--- src/rtl/fetch_seq.sv ---
// fetch_seq: 12-phase machine-cycle sequencer fetching up to two code bytes per
// cycle (slot 1 in S1-S3, slot 2 in S4-S6) from internal ROM or the external P0/P2 bus.
module fetch_seq #(
    parameter int CYCLE_LEN = 12,
    parameter int EXT_DLY   = 1
) (
    input  logic        clk,
    input  logic        reset,
    input  logic        EA,
    input  logic        run,
    input  logic        fetch1_en,
    input  logic        fetch2_en,
    input  logic [15:0] PC,
    input  logic [7:0]  code_din,
    input  logic [7:0]  P0_in,
    output logic        ALE,
    output logic        PSEN,
    output logic        CODE_CS,
    output logic [7:0]  P0_out,
    output logic [7:0]  P2_out,
    output logic        P0_oe,
    output logic        P2_oe,
    output logic [7:0]  byte_out,
    output logic        byte_valid,
    output logic        byte_slot,
    output logic        PC_inc,
    output logic [3:0]  phase,
    output logic        cycle_start
);
    localparam logic [3:0] LAST_PHASE = 4'(CYCLE_LEN - 1);
    localparam logic [3:0] SLOT_LEN   = 4'(CYCLE_LEN / 2);
    localparam logic [3:0] ADDR_END   = 4'(2 + EXT_DLY);

    logic [3:0] phase_q;
    logic [3:0] phase_next;
    logic       ea_q;
    logic       f1_q;
    logic       f2_q;
    logic       slot2;
    logic [3:0] offset;
    logic       slot_req;
    logic       ext_fetch;
    logic       int_fetch;
    logic       strobe;
    logic       capture;

    always_ff @(posedge clk or negedge reset) begin
        if (!reset) begin
            phase_q <= '0;
        end else begin
            phase_q <= phase_next;
        end
    end

    // Phase 0 is the only place the sequencer may park; a started cycle always completes.
    always_comb begin
        phase_next = phase_q;
        if (phase_q == LAST_PHASE) begin
            phase_next = '0;
        end else if (phase_q != 4'd0 || run) begin
            phase_next = phase_q + 4'd1;
        end
    end

    always_ff @(posedge clk or negedge reset) begin
        if (!reset) begin
            ea_q <= 1'b0;
            f1_q <= 1'b0;
            f2_q <= 1'b0;
        end else begin
            if (phase_q == 4'd0 && run) begin
                ea_q <= EA;
                f1_q <= fetch1_en;
            end
            if (phase_q == SLOT_LEN) begin
                f2_q <= fetch2_en;
            end
        end
    end

    // Both slots share one timing template; offset is the position inside the current slot.
    always_comb begin
        slot2     = (phase_q >= SLOT_LEN);
        offset    = slot2 ? (phase_q - SLOT_LEN) : phase_q;
        slot_req  = slot2 ? f2_q : f1_q;
        ext_fetch = slot_req && !ea_q;
        int_fetch = slot_req && ea_q;
        strobe    = (offset >= 4'd4);
        capture   = slot_req && (offset == SLOT_LEN - 4'd1);
    end

    assign ALE         = (offset == 4'd1) || (offset == 4'd2);
    assign P2_oe       = ext_fetch && (offset != 4'd0);
    assign P0_oe       = ext_fetch && (offset != 4'd0) && (offset <= ADDR_END);
    assign PSEN        = !(ext_fetch && strobe);
    assign CODE_CS     = int_fetch && strobe;
    assign P0_out      = P0_oe ? PC[7:0] : 8'h00;
    assign P2_out      = P2_oe ? PC[15:8] : 8'h00;
    assign phase       = phase_q;
    assign cycle_start = (phase_q == 4'd0) && run;

    // byte_valid/PC_inc are one-clk strobes with no ready: the consumer takes
    // byte_out/byte_slot on the clk they are flagged, and byte_out holds until the next fetch.
    always_ff @(posedge clk or negedge reset) begin
        if (!reset) begin
            byte_out   <= 8'h00;
            byte_valid <= 1'b0;
            byte_slot  <= 1'b0;
            PC_inc     <= 1'b0;
        end else begin
            byte_valid <= capture;
            PC_inc     <= capture;
            if (capture) begin
                byte_out  <= ea_q ? code_din : P0_in;
                byte_slot <= slot2;
            end
        end
    end

endmodule

--- config.mk ---
export PLATFORM = sky130hd
export DESIGN_NAME = fetch_seq
export DESIGN_NICKNAME = d
export VERILOG_FILES = /design/src/rtl/fetch_seq.sv
export SDC_FILE = /design/constraint.sdc
export NUM_CORES = 1
export LEC_CHECK = 0
export CAP_MARGIN = 10
export CORE_ASPECT_RATIO = 1.1
export CORE_UTILIZATION = 34
export DETAILED_ROUTE_END_ITERATION = 7
export HOLD_SLACK_MARGIN = 0.02
export PLACE_DENSITY = 0.87
export SLEW_MARGIN = 20
export SYNTH_ARGS = -nofsm -noshare
export SYNTH_HDL_FRONTEND = slang
export SYNTH_SLANG_ARGS = --single-unit
--- constraint.sdc ---
create_clock -name clk -period 1.85 [get_ports clk]
set_input_delay 0.2775 -clock clk [delete_from_list [all_inputs] [get_ports clk]]
set_output_delay 0.2775 -clock clk [all_outputs]
set_load 0.01 [all_outputs]
* Yosys cells after proc, flatten, opt, wreduce, memory -nomap -nowiden *
Cells that the tools add are included.

cells by class
  add/subtract/negate cells = 2
  $lt $le $gt $ge = 3
  equal/unequal tests = 5
  muxes and demuxes = 7
  reductions and logical operators = 16

operator list
  operator                                             count
  two-way mux 8 bit                                    3
  two-way mux 4 bit                                    3
  == test 4 x 3 -> 1 bit, second input constant        2
  >= comparator 4 x 3 -> 1 bit, second input constant  2
  logical AND 1 bit                                    8
  nonzero test 4 bit                                   2
  adder 4 x 1 -> 4 bit, second input constant          1
  == test 4 x 1 -> 1 bit, second input constant        1
  == test 4 x 2 -> 1 bit, second input constant        1
  == test 4 bit, second input constant                 1
  <= comparator 4 x 2 -> 1 bit, second input constant  1
  zero test 4 bit                                      1
  subtractor 4 x 3 -> 4 bit, second input constant     1
  zero test 1 bit                                      2
  logical OR 1 bit                                     2
  nonzero test 2 bit                                   1
  two-way mux 1 bit                                    1

storage, ports and cells
  register bits after elaboration = 17
  logic and storage cells = 40

* Depth between registers and ports, before layout *
Gate-level depths: netlist of the first run.

  depth after elaboration = 6
  depth in mapped cells = 7
  depth with buffers taken out = 6

* Worst setup path after synthesis of the first run *
OpenSTA, ideal clock, no wires.

  path type = flip-flop to output port
  start = register phase_q[1] (netlist: phase[1])
  end = output P2_out[0]
  data arrival time = 1.708 ns
  required time = 1.572 ns
  setup slack = -0.135 ns
  stages on the path, launching flop included = 7
  cell sequence = dfrtp_1 > ha_1 > buf_6 > nand2b_4 > nand4_2 > a221oi_4 > and2_1

between the ends
  cells in the longest elaborated chain, start to end = 5
  elaborated cells between the ends (all ways) = 8
  those cells by class = add/sub (1); order compare (1); mux (3); reduce/logical (3)

ends and longest elaborated chain
  item                                                                              RTL line  source
  start: declaration                                                                34        logic [3:0] phase_q;
  start signal: assignment                                                          51        phase_q <= phase_next;
  subtractor 4 x 3 -> 4 bit / >= comparator 4 x 3 -> 1 bit (equally long branches)  84, 83
  two-way mux 4 bit / two-way mux 1 bit (equally long branches)                     84, 85
  nonzero test 4 bit / logical AND 1 bit (equally long branches)                    93, 86
  logical AND 1 bit *                                                               93        assign P2_oe = ext_fetch && (offset != 4'd0);
  via P2_oe                                                                         22        output logic P2_oe,
  two-way mux 8 bit *                                                               98        assign P2_out = P2_oe ? PC[15:8] : 8'h00;
  end: declaration                                                                  20        output logic [7:0] P2_out,

The timed path passes the listed nets; every way through them passes the cells marked *.

* Worst setup path in the final report of the first run *
  start = register phase_q[2] (netlist: phase[2])
  end = output P2_out[6]

between the ends
  cells in the longest elaborated chain, start to end = 5
  elaborated cells between the ends (all ways) = 8
  those cells by class = add/sub (1); order compare (1); mux (3); reduce/logical (3)

ends and longest elaborated chain
  item                                                                              RTL line
  subtractor 4 x 3 -> 4 bit / >= comparator 4 x 3 -> 1 bit (equally long branches)  84, 83
  two-way mux 4 bit / two-way mux 1 bit (equally long branches)                     84, 85
  nonzero test 4 bit / logical AND 1 bit (equally long branches)                    93, 86
  logical AND 1 bit *                                                               93
  two-way mux 8 bit *                                                               98

Every way passes the cells marked *; elsewhere a longest branch is shown, timed or not.

==> results of run 1 <==
==> synth_stat cells (all sizes together) (2+ instances only) <==
| library cell | count |
|---|---|
| a21oi | 4 |
| and2 | 9 |
| and3 | 10 |
| buf | 6 |
| dfrtp | 17 |
| ha | 3 |
| inv | 6 |
| mux2 | 19 |
| nand2 | 7 |
| nand2b | 3 |
| nor2 | 5 |
| nor3 | 2 |
| o21ai | 8 |
| xnor2 | 3 |
==> per-layer routing <==
layer  wire [um]  track usage, %
met1        1560            24.4
met2        2310            36.1
met3         411            3.54
met4          70            2.91
met5           0               0
==> final cells by class <==
| type | count | share of cell area, % |
|---|---|---|
| clock inverter | 1 | 0.202 |
| clock buffer | 3 | 0.910 |
| timing repair buffer | 113 | 41.9 |
| inverter | 6 | 1.01 |
| tap | 48 | 2.43 |
| multi-input combinational | 88 | 36.3 |
| sequential | 17 | 17.2 |
==> worst reg2reg max path: cells and delay by family (launching register included) <==
kind / cells / cell delay, ps
compound gates: 2 / 580
fa+ha+maj: 1 / 210
buf+inv: 3 / 420
flops: 1 / 440
mux: 1 / 290
simple gates: 1 / 130
==> metrics by stage <==
| step | util [%] | cell area [um^2] | total power, W | setup WS (ps) | std cells |
|---|---|---|---|---|---|
| after detailed placement | 64.1 | 2190 | 0.00348 | -492 | 253 |
| final | 72.5 | 2470 | 0.00444 | -410 | 276 |
| after floorplan | - | 1260 | 0.00222 | -117 | 115 |
| after global placement | 64.1 | 2190 | 0.00342 | -453 | 253 |
| after CTS | 69.6 | 2380 | 0.00418 | -374 | 271 |
| after global routing | 72.5 | 2470 | 0.00470 | -503 | 276 |
==> flip-flops by register name, summed over array words and instances, names as in the netlist <==
signal / count
phase: 4
byte_out: 8
byte_slot: 1
PC_inc: 1
f2_q: 1
f1_q: 1
ea_q: 1
==> where the power goes <==
part,internal (W),total (W),switching [W]
Combinational,0.00195,0.00353,0.00158
Clock,0.0000800,0.000193,0.000113
Sequential,0.000548,0.000716,0.000168
Total,0.00258,0.00444,0.00186
==> logic make-up after synthesis <==
family	Yosys count	synth area share, %
compound gates	21	15.8
xor+xnor	3	2.11
fa+ha+maj	3	3.01
buf+inv	13	6.12
flops	17	34.1
mux	19	19.6
simple gates	39	19.3
==> timing repair <==
item,CTS,global route
gates resized for setup,111,16
endpoints found under the hold margin,0,0
hold buffers,0,0
gates cloned,3,1
setup endpoints to repair,30,32
setup buffers,11,5
pin swaps,25,9
==> final timing paths <==
check | endpoint | slack [ps]
max in group asynchronous | f2_q | 1350
min reg2reg | byte_out[4] | 520
min in group clk | byte_out[4] | 520
max | P2_out[6] | -410
min | f1_q | 310
max reg2reg | byte_out[7] | -330
==> metrics.csv, run 1 <==
stage,metric,value,unit
sta,endpoints failing hold,0,
finish,P&R area growth vs syn,98.5,%
global_route,initial antenna violation count,0,
logic_synthesis,synthesized netlist cell count,115,
setup_path,Crit path max-delay family,compound AO/OA/AOI/OAI gates,
die,die area,3910,um^2
sta,"Slew Viols, Final",0,
sta,Min Hold Slack,311,ps
logic_synthesis,#FFs+latches synth,17,
logic_synthesis,Synth Cell Area,1250,um^2
sta,Peak Freq,443,MHz
die,Core Region,3410,um^2
logic_synthesis,Ys Warns,0,
setup_path,buffers plus inverters on the worst setup path,2,
sta,relative slew slack,64.0,%
sta,Slew @ Worst Pin,538,ps
setup_path,CP required,1570,ps
global_route,total congestion overflow,0,
clock_network,worst-skew pair later-pin latency,280,ps
drt,Iter 0 DRT Violations,42,
drt,Final ANT Viol Nets,0,
finish,area occupied by multi-input gates,898,um^2
logic_synthesis,Post-synth EDFFs,0,
finish,n_diodes,0,
sta,Setup WS post-layout,-410,ps
clock_network,Worst-path clk slew,100,ps
setup_path,Setup crit end kind,output port,
logic_synthesis,top_reg_cell synth,dfrtp_1,
finish,"most common cell after layout, fill and taps aside",clkdlybuf4s50_1,
drt,Post-Route WL,4350,um
placement,PortBufs,74,
setup_path,R2R cell count,8,
drt,via count,1377,
global_route,largest net degree at the start of global routing,18,
logic_synthesis,syn nets,156,
clock_network,Sink Count,17,
finish,most frequent cells in the layout,"clkdlybuf4s50_1 (50), buf_4 (26), dfrtp_1 (17)",
finish,Sequential Area,425,um^2
clock_network,H-tree levels,1,
setup_path,CP Data Arrival Time,1980,ps
sta,setup TNS,-9330,ps
setup_path,CP Depth,7,
finish,# fillers,261,
run_status,failing checks,setup timing,
setup_path,CP max-delay cell,dfrtp_1,
finish,share of post-route cells with drive strength above 1,50.4,%
drt,drt drc,0,
die,Die Ht,65.5,um
power,Leak,1.13,nW
setup_path,Worst Setup Start Kind,flip-flop,
drt,Via density,4.99,
sta,final setup fails,30,
min_path,worst hold path class,in -> async,
die,effective utilization at floorplan,36.5,%
placement,routability cong.,0.771,
power,pwr dens,1790,nW/um^2
logic_synthesis,Syn Area/Cell,10.8,um^2
run,Max Cap Violations,0,
global_route,first-pass GRT wire length,5910,um
setup_path,critical-path maximum fanout,5,
logic_synthesis,Yosys top cell by area,dfrtp_1,
finish,fin nets,270,
clock_network,root buffer cell,clkbuf_4,
global_route,GR Util All Layers,19.9,%
power,maximum VDD drop,0.960,mV
sta,Clock Skew,5.05,ps
drt,drt wl/cell,15.7,um
clock_network,CTS Buf Count,3,
setup_path,critical path type,reg -> out,
setup_path,crit-path max cell delay,430,ps
global_route,vias in the first global route,1271,
sta,"Min Clock Period, post-route",2260,ps
die,die width,59.7,um
setup_path,RR Startpoint,phase[2],
run_status,status,"complete, but fails checks",
logic_synthesis,area share of the largest cell type after synthesis,34.1,%
logic_synthesis,Synth cell types,35,
logic_synthesis,sequential area share after synthesis,34.1,%
logic_synthesis,asr flop ratio synth,100,%
placement,Post-DP HPWL,2540,um
clock_network,clk buf depth,2,
die,boundary pin count,75,
drt,Pre-antenna DRT Iters,4,
sta,RSZ-0062 raised after global routing,true,
logic_synthesis,most area-consuming cells after synthesis,"dfrtp_1 (34%), mux2_2 (9.9%), mux2_4 (9.6%), and3_1 (5.0%), and2_1 (4.5%)",
sta,Final Cycle Share,122,%
clock_network,CTS tree,done,
setup_path,Setup crit start,phase[2],
die,Core Rows,22,
setup_path,crit-path cells,ha_4 > nand2b_4 > a31o_4 > a221oi_4 > buf_4 > and2_1 > buf_2,
Power figures use the tool's default switching activity.
==> run 2, diff against run 1 <==
--- a/config.mk
+++ b/config.mk
@@ -7,7 +7,9 @@
 export LEC_CHECK = 0
 export CAP_MARGIN = 10
 export CORE_ASPECT_RATIO = 1.1
+export CORE_MARGIN = 4
 export CORE_UTILIZATION = 34
+export CTS_BUF_LIST = sky130_fd_sc_hd__clkbuf_16
 export DETAILED_ROUTE_END_ITERATION = 7
 export HOLD_SLACK_MARGIN = 0.02
 export PLACE_DENSITY = 0.87
==> metrics.csv, run 2 (synthesis gave the netlist of run 1 again) <==
stage,metric,value,unit
setup_path,Setup crit end kind,output port,
die,Core Rows,22,
power,maximum VDD drop,0.948,mV
global_route,initial antenna violation count,0,
placement,Post-DP HPWL,2890,um
run_status,failing checks,setup timing,
drt,drt drc,0,
setup_path,crit-path max cell delay,410,ps
placement,PortBufs,74,
sta,relative slew slack,66.3,%
finish,P&R area growth vs syn,109,%
sta,final setup fails,28,
clock_network,Hold Buf Count CTS,0,
setup_path,crit-path cells,ha_4 > nand2b_4 > a31o_4 > a221oi_4 > buf_4 > and2_4 > buf_6,
die,effective utilization at floorplan,36.2,%
sta,RSZ-0062 raised after global routing,true,
power,Leak,1.18,nW
die,boundary pin count,75,
clock_network,H-tree levels,1,
clock_network,Worst-path clk slew,50,ps
finish,share of post-route cells with drive strength above 1,53.0,%
clock_network,worst-skew pair later-pin latency,240,ps
drt,drt wl/cell,18.3,um
setup_path,CP Data Arrival Time,2000,ps
drt,via count,1425,
global_route,first-pass GRT wire length,7650,um
global_route,GR Util All Layers,21.0,%
setup_path,CP max-delay cell,dfrtp_1,
sta,Final Cycle Share,123,%
die,die width,65.7,um
finish,fin nets,272,
clock_network,CTS Buf Count,3,
min_path,worst hold path class,in -> async,
setup_path,Worst Setup Start Kind,flip-flop,
finish,Largest register FFs,8,
sta,endpoints failing hold,0,
drt,Pre-antenna DRT Iters,4,
run_status,status,"complete, but fails checks",
clock_network,Sink Count,17,
finish,n_diodes,0,
global_route,vias in the first global route,1516,
sta,Min Hold Slack,357,ps
clock_network,root buffer cell,clkbuf_16,
sta,Setup WS post-layout,-430,ps
setup_path,critical-path maximum fanout,4,
finish,most frequent cells in the layout,"clkdlybuf4s50_1 (52), buf_6 (28), buf_4 (25)",
global_route,total congestion overflow,0,
drt,Iter 0 DRT Violations,54,
clock_network,clk buf depth,2,
drt,Post-Route WL,5080,um
run,Max Cap Violations,0,
finish,post-layout util,75.6,%
sta,"Min Clock Period, post-route",2280,ps
die,Die Ht,71.5,um
die,die area,4700,um^2
setup_path,CP required,1570,ps
die,Core Region,3440,um^2
drt,Via density,5.13,
sta,Slew @ Worst Pin,504,ps
power,pwr dens,1940,nW/um^2
setup_path,critical path type,reg -> out,
placement,routability cong.,0.748,
finish,"most common cell after layout, fill and taps aside",clkdlybuf4s50_1,
clock_network,CTS tree,done,
drt,Final ANT Viol Nets,0,
sta,Peak Freq,439,MHz
sta,"Slew Viols, Final",0,
finish,Largest Register,byte_out,
global_route,largest net degree at the start of global routing,18,
sta,Clock Skew,1.02,ps
[run 2: area by class of cell]
cell class,count,area (um^2)
multi-input combinational,87,901
sequential,17,425
tap,48,60.1
clock inverter,1,5.00
timing repair buffer,116,1110
fill,208,838
inverter,6,22.5
clock buffer,3,75.1
[run 2: where the power goes]
group / total (W) / switching (W) / internal (W) / leakage, nW
clock: 0.000427 / 0.000138 / 0.000289 / 0.0409
combinational: 0.00391 / 0.00168 / 0.00223 / 0.926
sequential: 0.000712 / 0.000161 / 0.000551 / 0.209
total: 0.00505 / 0.00198 / 0.00307 / 1.18
[run 2: metal layers]
| metal | GRT usage, % | vias up | routed length [um] |
|---|---|---|---|
| met5 | 0 | - | 0 |
| met4 | 8.29 | 0 | 93 |
| met3 | 5.80 | 10 | 431 |
| met2 | 39.8 | 67 | 2740 |
| met1 | 21.3 | 704 | 1810 |
| li1 | - | 644 | - |
[run 2: path summary, 6_finish.rpt]
| check | start | endpoint | slack (ps) | cells past startpoint |
|---|---|---|---|---|
| max | phase[2] | P2_out[2] | -430 | 7 |
| min | reset | phase[3] | 360 | 2 |
| max reg2reg | phase[2] | byte_out[1] | -330 | 10 |
| min reg2reg | byte_out[7] | byte_out[7] | 510 | 1 |
| max in group asynchronous | reset | byte_out[4] | 1300 | 2 |
| min in group clk | byte_out[7] | byte_out[7] | 510 | 1 |
[run 2: what timing repair did]
action / CTS / global route
pin swaps: 23 / 6
setup buffers: 19 / 3
endpoints found under the setup margin: 30 / 31
resized for setup: 131 / 16
gates cloned: 3 / 1
[run 2: worst max-delay path: cells and delay by family, from the launching register on]
family	cells	cell delay, ps
fa+ha+maj	1	200
simple gates	2	230
compound gates	2	640
flops	1	410
buf+inv	2	280
[run 2: through the flow]
| step | instance area (um^2) | worst slack (ps) | TNS, ps | power (W) | cells |
|---|---|---|---|---|---|
| 2_1_floorplan | 1260 | -117 | -1830 | 0.00222 | 115 |
| 3_3_place_gp | 2180 | -455 | -8500 | 0.00342 | 252 |
| 3_5_place_dp | 2180 | -579 | -11260 | 0.00350 | 252 |
| 4_1_cts | 2520 | -334 | -7370 | 0.00479 | 277 |
| 5_1_grt | 2600 | -473 | -10270 | 0.00532 | 278 |
| 6_report | 2600 | -430 | -9110 | 0.00505 | 278 |
==> run 3, diff against run 2 <==
--- a/config.mk
+++ b/config.mk
@@ -12,6 +12,7 @@
 export CTS_BUF_LIST = sky130_fd_sc_hd__clkbuf_16
 export DETAILED_ROUTE_END_ITERATION = 7
 export HOLD_SLACK_MARGIN = 0.02
+export MAX_ROUTING_LAYER = met4
 export PLACE_DENSITY = 0.87
 export SLEW_MARGIN = 20
 export SYNTH_ARGS = -nofsm -noshare
==> metrics.csv, run 3 (synthesis gave the netlist of run 1 again) <==
stage,metric,value,unit
min_path,worst hold path class,in -> async,
global_route,first-pass GRT wire length,7610,um
sta,Clock Skew,1.18,ps
global_route,largest net degree at the start of global routing,18,
sta,Setup WS post-layout,-440,ps
sta,Peak Freq,437,MHz
clock_network,Worst-path clk slew,50,ps
run_status,failing checks,setup timing,
global_route,initial antenna violation count,0,
setup_path,crit-path max cell delay,410,ps
drt,via count,1446,
setup_path,CP required,1570,ps
clock_network,H-tree levels,1,
global_route,total congestion overflow,0,
sta,RSZ-0062 raised after global routing,true,
power,Leak,1.18,nW
sta,"Min Clock Period, post-route",2290,ps
placement,PortBufs,74,
finish,n_diodes,0,
placement,routability cong.,0.758,
setup_path,critical path type,reg -> out,
setup_path,Crit path max-delay family,compound AO/OA/AOI/OAI gates,
sta,Slew @ Worst Pin,503,ps
setup_path,CP Data Arrival Time,2010,ps
finish,P&R area growth vs syn,109,%
finish,Sequential Area,425,um^2
die,effective utilization at floorplan,36.2,%
global_route,GR Util All Layers,21.6,%
clock_network,CTS Buf Count,3,
clock_network,clk buf depth,2,
sta,final setup fails,29,
die,die area,4700,um^2
drt,drt drc,0,
sta,relative slew slack,66.3,%
finish,Largest Register,byte_out,
global_route,vias in the first global route,1523,
power,pwr dens,1940,nW/um^2
finish,post-layout instance area,2600,um^2
placement,placed cell area,2180,um^2
finish,"most common cell after layout, fill and taps aside",clkdlybuf4s50_1,
clock_network,root buffer cell,clkbuf_16,
setup_path,critical-path maximum fanout,4,
finish,most frequent cells in the layout,"clkdlybuf4s50_1 (52), buf_6 (28), buf_4 (25)",
clock_network,worst-skew pair later-pin latency,240,ps
setup_path,Worst Setup Start Kind,flip-flop,
clock_network,CTS tree,done,
sta,"Slew Viols, Final",0,
finish,Largest register FFs,8,
setup_path,crit-path cells,ha_4 > nand2b_4 > a31o_4 > a221oi_4 > buf_4 > and2_4 > buf_6,
die,Core Region,3440,um^2
sta,setup TNS,-9220,ps
finish,area occupied by multi-input gates,901,um^2
die,die width,65.7,um
drt,Via density,5.20,
die,Core Rows,22,
drt,Iter 0 DRT Violations,59,
clock_network,Hold Buf Count CTS,0,
run_status,status,"complete, but fails checks",
setup_path,CP max-delay cell,dfrtp_1,
sta,Final Cycle Share,124,%
finish,fin nets,272,
setup_path,Setup crit end kind,output port,
run,Max Cap Violations,0,
placement,Post-DP HPWL,2890,um
clock_network,Sink Count,17,
drt,Post-Route WL,5070,um
drt,drt wl/cell,18.2,um
finish,share of post-route cells with drive strength above 1,53.0,%
power,maximum VDD drop,0.947,mV
die,boundary pin count,75,
finish,# fillers,208,
drt,Pre-antenna DRT Iters,4,
die,Die Ht,71.5,um
sta,endpoints failing hold,0,
setup_path,buffers plus inverters on the worst setup path,2,
drt,Final ANT Viol Nets,0,
## run 3: cell counts in the layout (fill, tap and decap cells not counted)
No cell type changed its count.
## run 3: timing repair
item,CTS,global route
cloned,3,1
pin swaps,23,6
buffers inserted,19,3
resized for setup,131,16
setup endpoints to repair,30,31
## run 3: final timing paths
| path | from | endpoint | slack, ps | cells after the start |
|---|---|---|---|---|
| worst max-delay path | phase[2] | P2_out[2] | -440 | 7 |
| worst min-delay path | reset | phase[3] | 360 | 2 |
| worst max register to register | phase[2] | byte_out[1] | -340 | 10 |
| worst min register to register | byte_out[7] | byte_out[7] | 510 | 1 |
| max in group asynchronous | reset | byte_out[4] | 1300 | 2 |
| min in group clk | byte_out[7] | byte_out[7] | 510 | 1 |
## run 3: where the power goes
group	switching (W)	internal (W)
logic	0.00168	0.00223
registers	0.000158	0.000551
clock network	0.000138	0.000289
## run 3: final cells by class
cell class              count  area share, %
clock buffers               3           2.88
repair buffers            116           42.8
inverters                   6          0.865
flip-flops and latches     17           16.3
multi-input cells          87           34.6
well taps                  48           2.31
clock inverters             1          0.192
## run 3: per-stage QoR
stage	power, W	hold WS (ps)	utilization [%]	cells	setup slack (ps)
after CTS	0.00479	364	73.3	277	-334
final	0.00505	357	75.6	278	-440
after global routing	0.00532	384	75.6	278	-474
after detailed placement	0.00350	493	63.4	252	-579
after global placement	0.00342	490	63.4	252	-455
after floorplan	0.00222	-18.1	-	115	-117
## run 3: metal layers
layer / global-route usage (%) / share of wire [%] / wire length [um]
met4: 8.29 / 1.8 / 89
met1: 22.2 / 37 / 1880
met3: 4.23 / 7.3 / 372
met2: 39.6 / 54 / 2730
met5: - / 0 / 0
